$ cat src/rtl/regfile_mp_if.sv
// Register file access bundle: read ports, single write port, clear request and sweep status.
// Latency: n/a (wiring only); widths follow the XLEN/NREGS/NREAD of the attached regfile_mp.
// Backpressure: none; busy tells the master that writes are dropped and reads return zero.
interface regfile_mp_if #(
    parameter int XLEN  = 32,
    parameter int NREGS = 32,
    parameter int NREAD = 2
);
    localparam int AW = $clog2(NREGS);

    logic                  clear_req;
    logic [NREAD*AW-1:0]   rd_addr;
    logic [NREAD*XLEN-1:0] rd_data;
    logic                  wr_en;
    logic [AW-1:0]         wr_addr;
    logic [XLEN-1:0]       wr_data;
    logic                  busy;

    modport master (
        output clear_req, rd_addr, wr_en, wr_addr, wr_data,
        input  rd_data, busy
    );

    modport slave (
        input  clear_req, rd_addr, wr_en, wr_addr, wr_data,
        output rd_data, busy
    );
endinterface

$ cat src/rtl/regfile_mp.sv
// Multi-read, single-write register file with r0 hardwired to zero, optional bypass and a clear sweep.
// Latency: reads combinational (RD_REG=0) or one cycle (RD_REG=1); clear sweep takes NREGS cycles.
// Backpressure: none; while busy, writes are dropped and every read port returns zero.
module regfile_mp #(
    parameter int XLEN   = 32,
    parameter int NREGS  = 32,
    parameter int AW     = $clog2(NREGS),
    parameter int NREAD  = 2,
    parameter int BYPASS = 1,
    parameter int RD_REG = 0
) (
    input  logic        clk,
    input  logic        rst_n,
    regfile_mp_if.slave rf
);
    typedef enum logic {IDLE, CLEAR} state_t;

    state_t                state;
    logic [AW-1:0]         sweep_cnt;
    logic                  busy_q;
    logic [XLEN-1:0]       regs [NREGS];
    logic                  wr_ok;
    logic [NREAD*XLEN-1:0] rd_comb;

    // Reset lands directly in CLEAR so the array (which has no reset) is zeroed before first use.
    always_ff @(posedge clk or negedge rst_n) begin
        if (!rst_n) begin
            state     <= CLEAR;
            sweep_cnt <= '0;
            busy_q    <= 1'b1;
        end else if (state == IDLE) begin
            if (rf.clear_req) begin
                state     <= CLEAR;
                sweep_cnt <= '0;
                busy_q    <= 1'b1;
            end
        end else begin
            sweep_cnt <= sweep_cnt + AW'(1);
            if (sweep_cnt == AW'(NREGS - 1)) begin
                state  <= IDLE;
                busy_q <= 1'b0;
            end
        end
    end

    assign wr_ok = (state == IDLE) && rf.wr_en && (rf.wr_addr != '0);

    always_ff @(posedge clk) begin
        if (state == CLEAR) begin
            regs[sweep_cnt] <= '0;
        end else if (wr_ok) begin
            regs[rf.wr_addr] <= rf.wr_data;
        end
    end

    // Address 0 and the whole sweep read as zero, bypass included.
    always_comb begin
        rd_comb = '0;
        for (int k = 0; k < NREAD; k++) begin
            if ((state == IDLE) && (rf.rd_addr[k*AW +: AW] != '0)) begin
                if ((BYPASS != 0) && wr_ok && (rf.wr_addr == rf.rd_addr[k*AW +: AW])) begin
                    rd_comb[k*XLEN +: XLEN] = rf.wr_data;
                end else begin
                    rd_comb[k*XLEN +: XLEN] = regs[rf.rd_addr[k*AW +: AW]];
                end
            end
        end
    end

    generate
        if (RD_REG != 0) begin : g_rd_reg
            logic [NREAD*XLEN-1:0] rd_q;

            always_ff @(posedge clk or negedge rst_n) begin
                if (!rst_n) begin
                    rd_q <= '0;
                end else begin
                    rd_q <= rd_comb;
                end
            end

            assign rf.rd_data = rd_q;
        end else begin : g_rd_comb
            assign rf.rd_data = rd_comb;
        end
    endgenerate

    assign rf.busy = busy_q;
endmodule

$ cat src/flat_wrapper.sv
// flat-port wrapper written by rule: the top's interface ports become plain ports
module regfile_mp_flat 
#(
    parameter int XLEN   = 32,
    parameter int NREGS  = 32,
    parameter int AW     = $clog2(NREGS),
    parameter int NREAD  = 2,
    parameter int BYPASS = 1,
    parameter int RD_REG = 0
)
  (clk, rst_n, rf_clear_req, rf_rd_addr, rf_wr_en, rf_wr_addr, rf_wr_data, rf_rd_data, rf_busy);
  regfile_mp_if #(.XLEN(XLEN), .NREGS(NREGS), .NREAD(NREAD)) rf_i ();
  input  logic clk;
  input  logic rst_n;
  input wire logic [$bits(rf_i.clear_req)-1:0] rf_clear_req;
  input wire logic [$bits(rf_i.rd_addr)-1:0] rf_rd_addr;
  input wire logic [$bits(rf_i.wr_en)-1:0] rf_wr_en;
  input wire logic [$bits(rf_i.wr_addr)-1:0] rf_wr_addr;
  input wire logic [$bits(rf_i.wr_data)-1:0] rf_wr_data;
  output wire logic [$bits(rf_i.rd_data)-1:0] rf_rd_data;
  output wire logic [$bits(rf_i.busy)-1:0] rf_busy;
  assign rf_i.clear_req = rf_clear_req;
  assign rf_i.rd_addr = rf_rd_addr;
  assign rf_i.wr_en = rf_wr_en;
  assign rf_i.wr_addr = rf_wr_addr;
  assign rf_i.wr_data = rf_wr_data;
  assign rf_rd_data = rf_i.rd_data;
  assign rf_busy = rf_i.busy;
  regfile_mp #(.XLEN(XLEN), .NREGS(NREGS), .AW(AW), .NREAD(NREAD), .BYPASS(BYPASS), .RD_REG(RD_REG)) u_core (.clk(clk), .rst_n(rst_n), .rf(rf_i));
endmodule
$ cat config.mk
export PLATFORM = sky130hd
export DESIGN_NAME = regfile_mp_flat
export DESIGN_NICKNAME = d
export VERILOG_FILES = /design/src/rtl/regfile_mp_if.sv /design/src/rtl/regfile_mp.sv /design/src/flat_wrapper.sv
export SDC_FILE = /design/constraint.sdc
export NUM_CORES = 1
export LEC_CHECK = 0
export BUFFER_PORTS_ARGS = -buffer_cell sky130_fd_sc_hd__buf_2
export CAP_MARGIN = 15
export CORE_UTILIZATION = 56
export DETAILED_ROUTE_END_ITERATION = 10
export GPL_ROUTABILITY_DRIVEN = 0
export PLACE_DENSITY = 0.82
export SYNTH_ARGS = -nofsm -noshare
export SYNTH_HDL_FRONTEND = slang
export SYNTH_SLANG_ARGS = --single-unit
$ cat constraint.sdc
create_clock -name clk -period 3.9 [get_ports clk]
set_input_delay 0.78 -clock clk [delete_from_list [all_inputs] [get_ports clk]]
set_output_delay 0.78 -clock clk [all_outputs]
set_load 0.005 [all_outputs]
==> results.py <==
metrics = {
    "setup_path": {
        "critical_path_peak_fanout": 13,
        "critPathSlowestCell": "sky130_fd_sc_hd__o21ai_0",
        "crit_required_ns": 3.12,
        "timing.reg2reg.setup_slack_ns": 0.75,
        "endpoint_kind": "output port",
        "rr_worst_depth": 7,
        "kind_of_cell_with_the_highest_combined_delay_on_the_critical_path": "compound AO/OA/AOI/OAI gates",
        "worstPathArrival_ns": 3.23,
        "start_kind": "input port",
        "crit_cells": 9,
        "path_cells": "buf_8 > buf_12 > buf_4 > mux2i_1 > a221oi_1 > o21ai_0 > a21oi_1 > a211o_1 > buf_2",
        "path_buf_inv": 4,
        "critPathKind": "input port to output port",
        "slowest_delay_ns": 0.77,
    },
    "sta": {
        "hold_violations": 0,
        "clock_skew_ns": 0.0425,
        "timing.final.crit_period_ns": 4.01,
        "timing.final.setup_violations": 3,
        "tightestPinTransition_ns": 1.22,
        "rsz0062_at_grt": "true",
        "fmax_mhz": 250,
        "finalMaxSlewViolations": 0,
        "finalCritPeriodShare": 1.03,
        "postLayoutSetupSlackWorst_ns": -0.107,
        "maxSlewHeadroom": 0.186,
    },
    "yosys": {
        "synth_compound_area_frac": 0.0983,
        "async_flop_share": 0.00679,
        "ys_seq_elements": 1031,
        "largest_family_of_logic_cells_by_synthesized_area": "multiplexers",
        "synth.yosys.seq_area_share": 0.635,
        "synthTopCellsByArea": "sky130_fd_sc_hd__edfxtp_1, sky130_fd_sc_hd__mux4_2, sky130_fd_sc_hd__mux2i_1",
        "yosys_warnings": 0,
        "mappedNetlistArea_mm2": 0.0487,
        "number_of_enable_flip_flop_cells_after_synthesis": 1024,
        "synth_xor_xnor_area_share": 0.00216,
        "simple_gate_area_share_of_the_yosys_netlist": 0.0145,
        "synth_top_cell_by_area": "sky130_fd_sc_hd__edfxtp_1",
        "postSynthCellCount": 2828,
        "post-synth-top-area-fraction": 0.631,
        "mappedNetlistNets": 2881,
        "average_size_of_a_mapped_cell_um2": 17.2,
        "synth.mux.area_fraction": 0.226,
        "synth_ff_type": "sky130_fd_sc_hd__edfxtp_1",
        "synth.distinct_cells": 48,
        "synth_adder_area_share": 0.000514,
    },
    "hold_path": {
        "worst_hold_path_type": "input port to register",
        "hold_path_cells": 2,
    },
    "route": {
        "antenna_violating_nets_post_route": 0,
        "detail_route.wirelength_um": 155000,
        "routed_via_density": 7.83,
        "drt_iter0_markers": 5540,
        "route.detailed.drc": 0,
        "dr_total_vias": 33100,
        "firstDrtPassIters": 6,
        "detail_route.wl_per_cell_um": 36.7,
    },
    "grt": {
        "grt_pass1_wl_um": 223000,
        "pin_count_of_the_biggest_net_entering_global_routing": 65,
        "initial_antenna_violation_count": 4,
        "grt_use_total": 0.347,
        "grt_pass1_vias": 33700,
        "global_route.overflow_total": 0,
    },
    "clock_network": {
        "tritoncts": "done",
        "clock_latency_ns": 0.69,
        "cts.path.max_buffers": 3,
        "cts_setup_buffers": 0,
        "root_cell_of_the_clock_tree": "sky130_fd_sc_hd__clkbuf_16",
        "cts.sinks": 1031,
        "total_cts_buffers": 101,
        "cts-htree-levels": 3,
        "path_clk_slew_ns": 0.06,
    },
    "finish": {
        "layoutNonFillerInstCount": 4227,
        "most-common-layout-cells": "sky130_fd_sc_hd__edfxtp_1, sky130_fd_sc_hd__mux2i_1, sky130_fd_sc_hd__mux4_2",
        "drive_gt1_frac": 0.263,
        "stdcell_area_mm2": 0.0558,
        "synthToLayoutAreaGrowth_pct": 14.5,
        "fill_cells": 5496,
        "finalNetCount": 3052,
        "layout_commonest_cell": "sky130_fd_sc_hd__edfxtp_1",
    },
    "floorplan": {
        "placementRows": 107,
        "initial_utilization": 0.569,
        "dieWidth_um": 297,
        "floorplan.die_area_mm2": 0.0882,
        "die_h_um": 297,
        "core_region_area_mm2": 0.0857,
        "io_pins": 116,
    },
    "place": {
        "dpl.hpwl_um": 88400,
        "numPlacedInstances": 4038,
        "pre_cts_ws_ns": -0.153,
        "placement.cell_area_mm2": 0.0524,
        "port_buffers": 115,
    },
    "run_status": {
        "result_of_the_run": "finished with violations",
        "failed_checks": "setup timing",
    },
    "power_and_ir_drop": {
        "p_leak_nw": 19.6,
        "power_density_mw_per_mm2": 534,
        "ir_worst_vdd_mv": 0.629,
    },
    "job": {
        "max-cap-violations": 0,
    },
}
## registers in the layout (all words and copies together), names as in the netlist
name and flops:
u_core.state 1, u_core.sweep_cnt 5, u_core.regs 1024, u_core.rf.busy 1
## path summary, 6_finish.rpt
check / startpoint / to
min: rf_clear_req / u_core.sweep_cnt[0]$_DFFE_PN0P_
min reg2reg: u_core.rf.busy$_DFFE_PN1P_ / u_core.rf.busy$_DFFE_PN1P_
min in group asynchronous: rst_n / u_core.sweep_cnt[0]$_DFFE_PN0P_
max in group asynchronous: rst_n / u_core.state$_DFF_PN1_
max: rf_rd_addr[5] / rf_rd_data[53]
max reg2reg: u_core.state$_DFF_PN1_ / u_core.regs[2][8]$_DFFE_PP_
## cells by family (layout without fill, tap and decap cells)
group,after synthesis,after routing
flops,1031,1031
mux,738,738
compound gates,664,664
buf+inv,242,495
simple gates,139,139
xor+xnor,12,12
fa+ha+maj,2,2
other cells,0,2
## Yosys cell counts, types with 33 or more instances
cell type                     n
sky130_fd_sc_hd__a211oi_1    64
sky130_fd_sc_hd__edfxtp_1  1024
sky130_fd_sc_hd__buf_4       33
sky130_fd_sc_hd__mux2i_1    449
sky130_fd_sc_hd__o21ai_0     99
sky130_fd_sc_hd__clkbuf_1   109
sky130_fd_sc_hd__a22oi_1     98
sky130_fd_sc_hd__o22ai_1     35
sky130_fd_sc_hd__nor2_1      38
sky130_fd_sc_hd__mux4_2     288
sky130_fd_sc_hd__nor3_1      35
sky130_fd_sc_hd__buf_2       79
sky130_fd_sc_hd__a21oi_1     97
sky130_fd_sc_hd__a221oi_1   192
sky130_fd_sc_hd__a211o_1     64
## cell type report
type	instances	area, um^2	share of cell area
sequential	1031	30900	0.554
multi-input combinational	1555	17000	0.305
timing repair buffer	303	3030	0.0543
clock buffer	123	2730	0.0490
tap	1144	1430	0.0257
clock inverter	62	591	0.0106
inverter	7	26.3	0.000471
antenna	2	5.00	0.0000897
## power breakdown
group          internal, mW  switching [mW]
Sequential             13.7           0.624
Combinational          1.89            3.59
Clock                  5.69            4.24
## layer usage
layer | global-route usage | share of wire | vias up
met5 | 0 | 0.00041 | -
met4 | 0.190 | 0.066 | 8
met3 | 0.123 | 0.16 | 792
met2 | 0.517 | 0.44 | 3417
met1 | 0.447 | 0.33 | 16400
li1 | - | - | 12500
## per-stage QoR
step / hold slack (ns) / TNS [ns] / utilization / total power, mW
after floorplan: 0.472 / -76.44 / - / 17.1
after global placement: 0.472 / -0.150 / 0.611 / 19.4
after detailed placement: 0.478 / -0.204 / 0.611 / 19.7
after CTS: 0.384 / 0 / 0.650 / 29.5
after global routing: 0.401 / -0.0212 / 0.651 / 30.3
final: 0.411 / -0.140 / 0.651 / 29.8
## repair_timing
action                     4_1_cts  5_1_grt
hold buffers                     1        0
hold endpoints to repair         5        0
gates resized for setup          4       14
setup endpoints to repair        4       18
Power figures use the tool's default switching activity.
